File: src/rtl/coin_panel_controller_if.sv
// Panel and washer signal bundle for the coin panel controller.
// The slave modport is the controller side; the master modport is the panel/washer side.
interface coin_panel_controller_if #(
    parameter int CW = 3
) ();
    // Panel inputs
    logic          coin_in;
    logic          btn_mode1;
    logic          btn_mode2;
    logic          btn_mode3;
    logic          btn_cancel;
    // Washer status inputs (one-hot)
    logic          idle_op;
    logic          ready_op;
    logic          soak_op;
    logic          wash_op;
    logic          rinse_op;
    logic          spin_op;
    // Washer control and panel status outputs
    logic          start;
    logic          cancel;
    logic          mode1;
    logic          mode2;
    logic          mode3;
    logic [CW-1:0] credit;
    logic          coin_refund;
    logic          coin_reject;
    logic          busy;
    logic          cycle_done;
    logic          cycle_abort;
    logic          fault;

    modport slave (
        input  coin_in, btn_mode1, btn_mode2, btn_mode3, btn_cancel,
        input  idle_op, ready_op, soak_op, wash_op, rinse_op, spin_op,
        output start, cancel, mode1, mode2, mode3, credit,
        output coin_refund, coin_reject, busy, cycle_done, cycle_abort, fault
    );

    modport master (
        output coin_in, btn_mode1, btn_mode2, btn_mode3, btn_cancel,
        output idle_op, ready_op, soak_op, wash_op, rinse_op, spin_op,
        input  start, cancel, mode1, mode2, mode3, credit,
        input  coin_refund, coin_reject, busy, cycle_done, cycle_abort, fault
    );
endinterface

File: src/rtl/coin_panel_controller.sv
// Laundromat front panel: counts coins, latches the wash mode, sequences the
// start/mode/cancel handshake with the washer and refunds unused credit.
module coin_panel_controller #(
    parameter int PRICE      = 3,
    parameter int MAX_CREDIT = 7,
    parameter int CW         = 3,
    parameter int TIMEOUT    = 1000,
    parameter int TW         = 10
) (
    input logic                    clk,
    input logic                    rst,
    coin_panel_controller_if.slave bus
);

    typedef enum logic [2:0] {
        P_IDLE, P_ARM, P_SELECT, P_CANCEL, P_REFUND, P_RUN
    } state_t;

    state_t        state_q, state_d;
    logic [CW-1:0] credit_q, credit_d;
    logic [2:0]    mode_q, mode_d;
    logic          pend_q, pend_d;
    logic          spin_q, spin_d;
    logic          phase_q, phase_d;
    logic [TW-1:0] timer_q, timer_d;

    logic          reject_d, refund_d, done_d, abort_d, fault_d;
    logic          start_q, cancel_q, busy_q;
    logic          reject_q, refund_q, done_q, abort_q, fault_q;
    logic [2:0]    mode_o_q;

    logic          mode_req, timed_out, has_credit, run_idle;

    assign mode_req   = bus.btn_mode1 | bus.btn_mode2 | bus.btn_mode3;
    assign timed_out  = (timer_q == TW'(TIMEOUT - 1));
    assign has_credit = (credit_q != '0);
    // Washer status is one-hot; idle ends a run only when no running phase is flagged.
    assign run_idle   = bus.idle_op & ~(bus.soak_op | bus.wash_op | bus.rinse_op | bus.spin_op);

    // State and datapath registers.
    always_ff @(posedge clk or negedge rst) begin
        if (!rst) begin
            state_q  <= P_IDLE;
            credit_q <= '0;
            mode_q   <= '0;
            pend_q   <= 1'b0;
            spin_q   <= 1'b0;
            phase_q  <= 1'b0;
            timer_q  <= '0;
        end else begin
            state_q  <= state_d;
            credit_q <= credit_d;
            mode_q   <= mode_d;
            pend_q   <= pend_d;
            spin_q   <= spin_d;
            phase_q  <= phase_d;
            timer_q  <= timer_d;
        end
    end

    // Next-state, credit bookkeeping and pulse requests.
    always_comb begin
        state_d  = state_q;
        credit_d = credit_q;
        mode_d   = mode_q;
        pend_d   = pend_q;
        spin_d   = spin_q;
        phase_d  = 1'b0;
        timer_d  = '0;
        reject_d = 1'b0;
        refund_d = 1'b0;
        done_d   = 1'b0;
        abort_d  = 1'b0;
        fault_d  = 1'b0;
        case (state_q)
            P_IDLE: begin
                if (bus.coin_in) begin
                    if (credit_q == CW'(MAX_CREDIT)) reject_d = 1'b1;
                    else                             credit_d = credit_q + 1'b1;
                end
                if (bus.btn_cancel && has_credit) begin
                    state_d = P_REFUND;
                end else if (credit_q >= CW'(PRICE) && bus.idle_op && mode_req) begin
                    mode_d  = bus.btn_mode1 ? 3'b001 : (bus.btn_mode2 ? 3'b010 : 3'b100);
                    pend_d  = 1'b0;
                    state_d = P_ARM;
                end
            end
            P_ARM: begin
                reject_d = bus.coin_in;
                pend_d   = pend_q | bus.btn_cancel;
                if (bus.ready_op) begin
                    state_d = (pend_q | bus.btn_cancel) ? P_CANCEL : P_SELECT;
                end else if (timed_out) begin
                    fault_d = 1'b1;
                    state_d = has_credit ? P_REFUND : P_IDLE;
                end else begin
                    timer_d = timer_q + 1'b1;
                end
            end
            P_SELECT: begin
                reject_d = bus.coin_in;
                if (bus.btn_cancel) begin
                    state_d = P_CANCEL;
                end else if (!bus.ready_op) begin
                    credit_d = credit_q - CW'(PRICE);
                    spin_d   = 1'b0;
                    state_d  = P_RUN;
                end else if (timed_out) begin
                    fault_d = 1'b1;
                    state_d = has_credit ? P_REFUND : P_IDLE;
                end else begin
                    timer_d = timer_q + 1'b1;
                end
            end
            P_CANCEL: begin
                reject_d = bus.coin_in;
                if (!bus.ready_op) state_d = has_credit ? P_REFUND : P_IDLE;
            end
            P_REFUND: begin
                reject_d = bus.coin_in;
                // phase_q is 0 on entry, so the first refund shows one cycle after entry.
                if (!has_credit) begin
                    state_d = P_IDLE;
                end else if (!phase_q) begin
                    refund_d = 1'b1;
                    credit_d = credit_q - 1'b1;
                    if (credit_q == CW'(1)) state_d = P_IDLE;
                    else                    phase_d = 1'b1;
                end
            end
            P_RUN: begin
                reject_d = bus.coin_in;
                spin_d   = spin_q | bus.spin_op;
                if (run_idle) begin
                    done_d  = spin_q | bus.spin_op;
                    abort_d = ~(spin_q | bus.spin_op);
                    state_d = P_IDLE;
                end
            end
            default: state_d = P_IDLE;
        endcase
    end

    // Registered outputs, decoded from the next state so they track the state register.
    always_ff @(posedge clk or negedge rst) begin
        if (!rst) begin
            start_q  <= 1'b0;
            cancel_q <= 1'b0;
            mode_o_q <= '0;
            busy_q   <= 1'b0;
            reject_q <= 1'b0;
            refund_q <= 1'b0;
            done_q   <= 1'b0;
            abort_q  <= 1'b0;
            fault_q  <= 1'b0;
        end else begin
            start_q  <= (state_d == P_ARM);
            cancel_q <= (state_d == P_CANCEL);
            mode_o_q <= (state_d == P_SELECT) ? mode_d : '0;
            busy_q   <= (state_d != P_IDLE);
            reject_q <= reject_d;
            refund_q <= refund_d;
            done_q   <= done_d;
            abort_q  <= abort_d;
            fault_q  <= fault_d;
        end
    end

    assign bus.start       = start_q;
    assign bus.cancel      = cancel_q;
    assign bus.mode1       = mode_o_q[0];
    assign bus.mode2       = mode_o_q[1];
    assign bus.mode3       = mode_o_q[2];
    assign bus.credit      = credit_q;
    assign bus.coin_refund = refund_q;
    assign bus.coin_reject = reject_q;
    assign bus.busy        = busy_q;
    assign bus.cycle_done  = done_q;
    assign bus.cycle_abort = abort_q;
    assign bus.fault       = fault_q;

endmodule
File: src/flat_wrapper.sv
// flat-port wrapper written by rule: the top's interface ports become plain ports
module coin_panel_controller_flat 
#(
    parameter int PRICE      = 3,
    parameter int MAX_CREDIT = 7,
    parameter int CW         = 3,
    parameter int TIMEOUT    = 1000,
    parameter int TW         = 10
)
  (clk, rst, bus_coin_in, bus_btn_mode1, bus_btn_mode2, bus_btn_mode3, bus_btn_cancel, bus_idle_op, bus_ready_op, bus_soak_op, bus_wash_op, bus_rinse_op, bus_spin_op, bus_start, bus_cancel, bus_mode1, bus_mode2, bus_mode3, bus_credit, bus_coin_refund, bus_coin_reject, bus_busy, bus_cycle_done, bus_cycle_abort, bus_fault);
  coin_panel_controller_if #(.CW(CW)) bus_i ();
  input logic clk;
  input logic rst;
  input wire logic [$bits(bus_i.coin_in)-1:0] bus_coin_in;
  input wire logic [$bits(bus_i.btn_mode1)-1:0] bus_btn_mode1;
  input wire logic [$bits(bus_i.btn_mode2)-1:0] bus_btn_mode2;
  input wire logic [$bits(bus_i.btn_mode3)-1:0] bus_btn_mode3;
  input wire logic [$bits(bus_i.btn_cancel)-1:0] bus_btn_cancel;
  input wire logic [$bits(bus_i.idle_op)-1:0] bus_idle_op;
  input wire logic [$bits(bus_i.ready_op)-1:0] bus_ready_op;
  input wire logic [$bits(bus_i.soak_op)-1:0] bus_soak_op;
  input wire logic [$bits(bus_i.wash_op)-1:0] bus_wash_op;
  input wire logic [$bits(bus_i.rinse_op)-1:0] bus_rinse_op;
  input wire logic [$bits(bus_i.spin_op)-1:0] bus_spin_op;
  output wire logic [$bits(bus_i.start)-1:0] bus_start;
  output wire logic [$bits(bus_i.cancel)-1:0] bus_cancel;
  output wire logic [$bits(bus_i.mode1)-1:0] bus_mode1;
  output wire logic [$bits(bus_i.mode2)-1:0] bus_mode2;
  output wire logic [$bits(bus_i.mode3)-1:0] bus_mode3;
  output wire logic [$bits(bus_i.credit)-1:0] bus_credit;
  output wire logic [$bits(bus_i.coin_refund)-1:0] bus_coin_refund;
  output wire logic [$bits(bus_i.coin_reject)-1:0] bus_coin_reject;
  output wire logic [$bits(bus_i.busy)-1:0] bus_busy;
  output wire logic [$bits(bus_i.cycle_done)-1:0] bus_cycle_done;
  output wire logic [$bits(bus_i.cycle_abort)-1:0] bus_cycle_abort;
  output wire logic [$bits(bus_i.fault)-1:0] bus_fault;
  assign bus_i.coin_in = bus_coin_in;
  assign bus_i.btn_mode1 = bus_btn_mode1;
  assign bus_i.btn_mode2 = bus_btn_mode2;
  assign bus_i.btn_mode3 = bus_btn_mode3;
  assign bus_i.btn_cancel = bus_btn_cancel;
  assign bus_i.idle_op = bus_idle_op;
  assign bus_i.ready_op = bus_ready_op;
  assign bus_i.soak_op = bus_soak_op;
  assign bus_i.wash_op = bus_wash_op;
  assign bus_i.rinse_op = bus_rinse_op;
  assign bus_i.spin_op = bus_spin_op;
  assign bus_start = bus_i.start;
  assign bus_cancel = bus_i.cancel;
  assign bus_mode1 = bus_i.mode1;
  assign bus_mode2 = bus_i.mode2;
  assign bus_mode3 = bus_i.mode3;
  assign bus_credit = bus_i.credit;
  assign bus_coin_refund = bus_i.coin_refund;
  assign bus_coin_reject = bus_i.coin_reject;
  assign bus_busy = bus_i.busy;
  assign bus_cycle_done = bus_i.cycle_done;
  assign bus_cycle_abort = bus_i.cycle_abort;
  assign bus_fault = bus_i.fault;
  coin_panel_controller #(.PRICE(PRICE), .MAX_CREDIT(MAX_CREDIT), .CW(CW), .TIMEOUT(TIMEOUT), .TW(TW)) u_core (.clk(clk), .rst(rst), .bus(bus_i));
endmodule
File: config.mk
export PLATFORM = sky130hd
export DESIGN_NAME = coin_panel_controller_flat
export DESIGN_NICKNAME = d
export VERILOG_FILES = /design/src/rtl/coin_panel_controller_if.sv /design/src/rtl/coin_panel_controller.sv /design/src/flat_wrapper.sv
export SDC_FILE = /design/constraint.sdc
export NUM_CORES = 1
export LEC_CHECK = 0
export ABC_AREA = 1
export CAP_MARGIN = 20
export CORE_UTILIZATION = 50
export DETAILED_ROUTE_END_ITERATION = 10
export PLACE_DENSITY = 0.8
export SETUP_SLACK_MARGIN = 0.1
export SYNTH_ARGS = -nofsm -noshare
export SYNTH_HDL_FRONTEND = slang
export SYNTH_SLANG_ARGS = --single-unit
File: constraint.sdc
create_clock -name clk -period 3.75 [get_ports clk]
set_clock_uncertainty 0.1 [all_clocks]
set_input_delay 0.5625 -clock clk [delete_from_list [all_inputs] [get_ports clk]]
set_output_delay 0.5625 -clock clk [all_outputs]
set_load 0.01 [all_outputs]
=== Word level (Yosys, flattened, before mapping) ===
Cells that the tools add are included.

* Output and inout bits: 14
* Register bits after elaboration: 33
* Logic and storage cells: 120

* Multiplexer cells: 57
* Reductions and logical operators: 13
* Eq/ne operators: 19
* Add/sub/neg operators: 4
* Order comparisons: 1
* Bitwise logic cells: 10

{| class="wikitable"
|+ Operators with widths
! operator !! count
|-
| two-way mux 3 bit || 24
|-
| two-way mux 10 bit || 4
|-
| two-way mux 1 bit || 22
|-
| one-hot mux 10 bit (2 select lines) || 1
|-
| one-hot mux 3 bit (6 select lines) || 1
|-
| equality test 3 x 2 -> 1 bit, second input constant || 4
|-
| inequality test 2 bit, second input constant || 6
|-
| adder 10 x 1 -> 10 bit, second input constant || 1
|-
| equality test 10 bit, second input constant || 1
|-
| equality test 3 x 1 -> 1 bit, second input constant || 3
|-
| equality test 3 bit, second input constant || 3
|-
| one-hot mux 3 bit (3 select lines) || 1
|-
| nonzero test 3 bit || 3
|-
| one-hot mux 1 bit (2 select lines) || 4
|-
| bitwise OR 1 bit || 7
|-
| AND reduction 7 bit || 1
|-
| AND reduction 3 bit || 2
|-
| OR reduction 5 bit || 1
|-
| inequality test 2 x 1 -> 1 bit, second input constant || 2
|-
| nonzero test 2 bit || 2
|-
| adder 3 x 1 -> 3 bit, second input constant || 1
|-
| >= comparator 3 x 2 -> 1 bit, second input constant || 1
|-
| logical AND 1 bit || 3
|-
| zero test 3 bit || 1
|-
| 4 further kinds || 5
|}

=== Logic depth before layout (Yosys ltp) ===
* Depth in word-level cells: 9
* Depth in mapped cells: 11

=== Worst setup path before layout ===
OpenSTA, ideal clock, no wires.

* Path kind: reg-to-reg
* From: register u_core.credit_q[0], in the netlist u_core.bus.credit[0]
* To: register u_core.busy_q, in the netlist u_core.bus.busy
* Cell stages (with the launch flop): 11
* Setup slack: 2.068 ns
* Period minus slack after synthesis: 1.682 ns
* Buffers on the path: 0
* Library setup time: 0.119 ns
* Data arrival time: 1.463 ns
* Cell sequence: dfrtp_1 -> ha_1 -> ha_1 -> nor2_1 -> nand2_1 -> nand3_1 -> nor2_4 -> nor2_2 -> nand2_2 -> nor2_1 -> nand2_1

* Cells in the longest elaborated chain, start to end: 7

{| class="wikitable"
|+ RTL lines
! element !! line !! RTL
|-
| start, declared || coin_panel_controller.sv:20 || <nowiki>logic [CW-1:0] credit_q, credit_d;</nowiki>
|-
| start signal, assigned || coin_panel_controller.sv:52 || <nowiki>credit_q <= credit_d;</nowiki>
|-
| >= comparator 3 x 2 -> 1 bit || coin_panel_controller.sv:83 || <nowiki>end else if (credit_q >= CW'(PRICE) && bus.idle_op && mode_req) begin</nowiki>
|-
| logical AND 1 bit (2 in a row) || coin_panel_controller.sv:83 ||
|-
| two-way mux 3 bit || coin_panel_controller.sv:83 ||
|-
| two-way mux 3 bit || coin_panel_controller.sv:81 || <nowiki>if (bus.btn_cancel && has_credit) begin</nowiki>
|-
| one-hot mux 3 bit (6 select lines) (*) || coin_panel_controller.sv:75 || <nowiki>case (state_q)</nowiki>
|-
| net u_core.state_d[0] || coin_panel_controller.sv:19 || <nowiki>state_t state_q, state_d;</nowiki>
|-
| nonzero test 3 bit (*) || coin_panel_controller.sv:161 || <nowiki>busy_q <= (state_d != P_IDLE);</nowiki>
|-
| end signal, assigned || coin_panel_controller.sv:161 ||
|-
| end, declared || coin_panel_controller.sv:28 || <nowiki>logic start_q, cancel_q, busy_q;</nowiki>
|}

The timed path passes the listed nets; every way through them passes the cells marked *.
A chain may end at the register's enable or synchronous reset.

=== Worst setup path after layout ===
* From: register u_core.credit_q[2], in the netlist u_core.bus.credit[2]
* To: output port bus_credit[2]

{| class="wikitable"
|+ RTL lines
! element !! line !! RTL
|-
| end, declared || flat_wrapper.sv:30 || <nowiki>output wire logic [$bits(bus_i.credit)-1:0] bus_credit;</nowiki>
|}

No word-level cell between the ends.

==> results list <==
* Post-route cell area: 2240 um^2
- Final Core Density: 0.657
- Buf+Inv Stages, Crit Path: 1
* Worst Hold Class: reg -> reg
* Num Clock Sinks: 33
- Power Density: between 600 and 700 nW/um^2
- IR analysis of the VDD net gives a maximum drop of 0.447 mV.
* Dominant cell by count in the synthesized netlist: nand2_1
- Unrepaired setup endpoints after global routing: no
- After detailed routing, the number of remaining DRC violations is 0.
* Hold buffers post-CTS: 0
- The worst hold path begins at u_core.spin_q$_DFFE_PN0P_.
- On the critical path the largest part of the delay comes from buffers and inverters.
- Fraction of synthesis flops using an asynchronous set or reset pin: 1.00
* Synth top area cells: dfrtp_1 45%, nand2_1 9.4%, nor2_1 8.4%
* Library cell occupying the most area in the post-synthesis netlist: dfrtp_1
* Total overflow reported by the global router: 0
- CTS built an H-tree with a depth of 2.
* Crit path kind: reg -> out
* Worst-case setup margin in the final layout: ~1.7 ns
* Critical Path Start Type: flip-flop
- The flow ran to the end, and the final reports show no timing, DRC or antenna violations.
- Hold is met by 0.365 ns.
* Die Height: 62.6 um
* Number of primary I/O pins: 27
- The clock passes through at most 2 buffers.
* CP Data Arrival Time: roughly 1.4 ns
- Capturing element type of the critical path: output pin
* Core footprint: 3420 um^2
- Most instantiated cells after synthesis: 46 x nand2_1, 41 x nor2_1, 33 x dfrtp_1, 33 x inv_1, 14 x nand3_1
- Clock root buffer: clkbuf_4
* Later-pin clock latency in the skew report: 0.34 ns
- The detail route stage leaves a number of antenna-violating nets equal to 0.
- On the worst path, the slowest cell contributes a delay of around 0.58 ns.
- WL per Instance: 10.9 um
- Of the cells placed in the final design, the portion with a size suffix greater than 1 is 0.141.
* Synth unique cells: 24
* Instance count along the most critical hold path: 1
* Routed via count divided by cell count: roughly 4.8
* Post-layout min period: 2.08 ns
* Worst-case headroom to the max-slew limit: 0.733
* Initial drt markers: ~110
* Worst Path Max Fanout: 7
* Synth Flop Type: dfrtp_1
- TritonCTS built the clock tree.
* Initial antenna violation count: 0
- After clock tree synthesis, the clock-pin slew on the worst setup and hold paths is roughly 0.10 ns.
* Required arrival time at the worst endpoint: 3.09 ns
* Highest-delay cell along the critical path: clkdlybuf4s50_1
- Global-route wire length before repair: between 6000 and 7000 um
* Cell-by-cell listing of the critical path: clkdlybuf4s50_1
- Width of the die: 62.6 um
- Summing all placed instances gives a cell area of between 2000 and 2500 um^2.
- For the worst flop-to-flop path, the logic depth is 9.
* Post-detail-place hpwl: 2500 um
* Routed Wire Length: ~3400 um
* Hold violation count in the final report: 0
* Crit path depth: 1
- All-layer global routing usage: 0.205
- Setup-failing EPs final: 0
* Layout area overhead: 22.4%
- Count of buffers inserted at the top-level ports: 26
- Before antenna repair, the detailed router went through 4 iterations.
- For this configuration, the core starts out at a cell density of 0.537.
- The total count of max-transition violations in the final report was 0.
- Entering global routing, the biggest net connects 34 pins.
* Slew at the pin with the worst max-slew slack: 0.400 ns
- Setup slack on the worst flop-to-flop path: roughly 2.0 ns
* Die Outline Area: 3920 um^2
* Leak Pwr: ~1.2 nW
* Post-synth EDFFs: 0
- Final nets: 288
* Number of instances in the synthesized netlist: 234
- Setup repair bufs after CTS: 0
* Final GP Congestion: 0.832
- Total negative slack: 0 ns
* Max Fclk: 0.482 GHz
- The synthesized netlist occupies a cell area of 1830 um^2.
* Number of flip-flops and latches in the synthesized netlist: 33
* Routed via count: 1511
- Max-cap violations in this run came to 0.
- Post-CTS resize count: 0
* Total inserted antenna cells: 0
- Net count of the mapped netlist: approximately 250
- Final critical-path share of the clock period: 0.554
- The initialized floorplan defines 21 standard-cell rows.
* Mapped Avg Cell Area: 7.84 um^2
- Fraction of post-synthesis cell area in the top cell type by area: 0.450
* Destination of the worst register-to-register timing path: u_core.mode_o_q[2]$_DFF_PN0_
* Worst r2r src: u_core.bus.credit[0]$_DFFE_PN0P_
* Sequential cell area fraction in the yosys report: 0.450
- Number of global-route vias before repair: approximately 1400
- Setup slack after placement: 1.69 ns
- Synthesis Warnings: 0
- Hold worst-path end: u_core.bus.cycle_abort$_DFF_PN0_
- The number of clock buffers added by TritonCTS is 5.
[flip-flops by register name, indices dropped and copies added (netlist names), 3 cells and up]
name	cells
u_core.bus.credit	3
u_core.mode_o_q	3
u_core.state_q	3
u_core.timer_q	10
u_core.mode_q	3
[area by class of cell]
type	instances	area, um^2
inverter	41	156
tap	46	57.6
clock inverter	1	30.0
clock buffer	7	55.1
multi-input combinational	160	852
sequential	33	826
fill	302	1170
timing repair buffer	27	268
[how the worst max path moves through the flow]
stage                                     startpoint                          end  slack [ns]
CTS                 u_core.bus.credit[2]$_DFFE_PN0P_                bus_credit[2]        1.66
global route        u_core.bus.credit[2]$_DFFE_PN0P_                bus_credit[2]        1.63
global placement                      bus_btn_cancel  u_core.timer_q[9]$_DFF_PN0_        1.73
floorplan           u_core.bus.credit[0]$_DFFE_PN0P_    u_core.bus.busy$_DFF_PN0_        2.07
finish              u_core.bus.credit[2]$_DFFE_PN0P_                bus_credit[2]        1.67
detailed placement                      bus_ready_op    u_core.bus.busy$_DFF_PN0_        1.69
[layout by cell type, fill, tap and decap left out]
| cell | n |
|---|---|
| inv_4 | 1 |
| nor2_2 | 2 |
| o211a_1 | 1 |
| inv_1 | 33 |
| clkbuf_8 | 1 |
| nand2_1 | 46 |
| nor3_2 | 1 |
| o21ai_0 | 7 |
| bufinv_16 | 1 |
| xor2_1 | 5 |
| nor2_4 | 3 |
| o221ai_1 | 1 |
| clkdlybuf4s50_1 | 26 |
| clkbuf_4 | 5 |
| nor4_1 | 2 |
| clkbuf_1 | 1 |
| dfrtp_1 | 33 |
| nand2_2 | 11 |
| nor2_1 | 41 |
| nand4_1 | 4 |
| nand3_2 | 4 |
| a21oi_1 | 4 |
| nand3b_1 | 2 |
| ha_1 | 7 |
| buf_4 | 1 |
| inv_2 | 7 |
| xnor2_1 | 1 |
| nand3_1 | 14 |
| o21ai_2 | 1 |
| o21ai_1 | 3 |
[power breakdown]
group / internal, mW / switching, mW / total (mW) / leakage, nW
Combinational: 0.291 / 0.433 / 0.724 / 0.674
Sequential: 0.447 / 0.0736 / 0.521 / 0.439
Clock: 0.159 / 0.116 / 0.276 / 0.0455
[cell families after synthesis]
group,after synthesis,synth area share
AOI/OAI and AO/OA,17,0.0532
xor gates and xnor gates,6,0.0286
adders and majority gates,7,0.0477
buffers and inverters,41,0.0853
DFF,33,0.450
and+or+nand+nor,130,0.335
[through the flow]
step,power (mW),std cells
after floorplan,1.04,234
after global placement,1.24,307
after detailed placement,1.25,307
after CTS,1.53,315
after global routing,1.66,315
final,1.52,315
[per-layer routing]
metal | track usage | share of wire | vias to the layer above | routed length (um)
li1 | - | - | 798 | -
met1 | 0.280 | 0.52 | 677 | 1770
met2 | 0.302 | 0.42 | 28 | 1450
met3 | 0.0493 | 0.042 | 8 | 143
met4 | 0.105 | 0.020 | 0 | 70
met5 | 0 | 0 | - | 0
(Power assumes the default switching activity.)
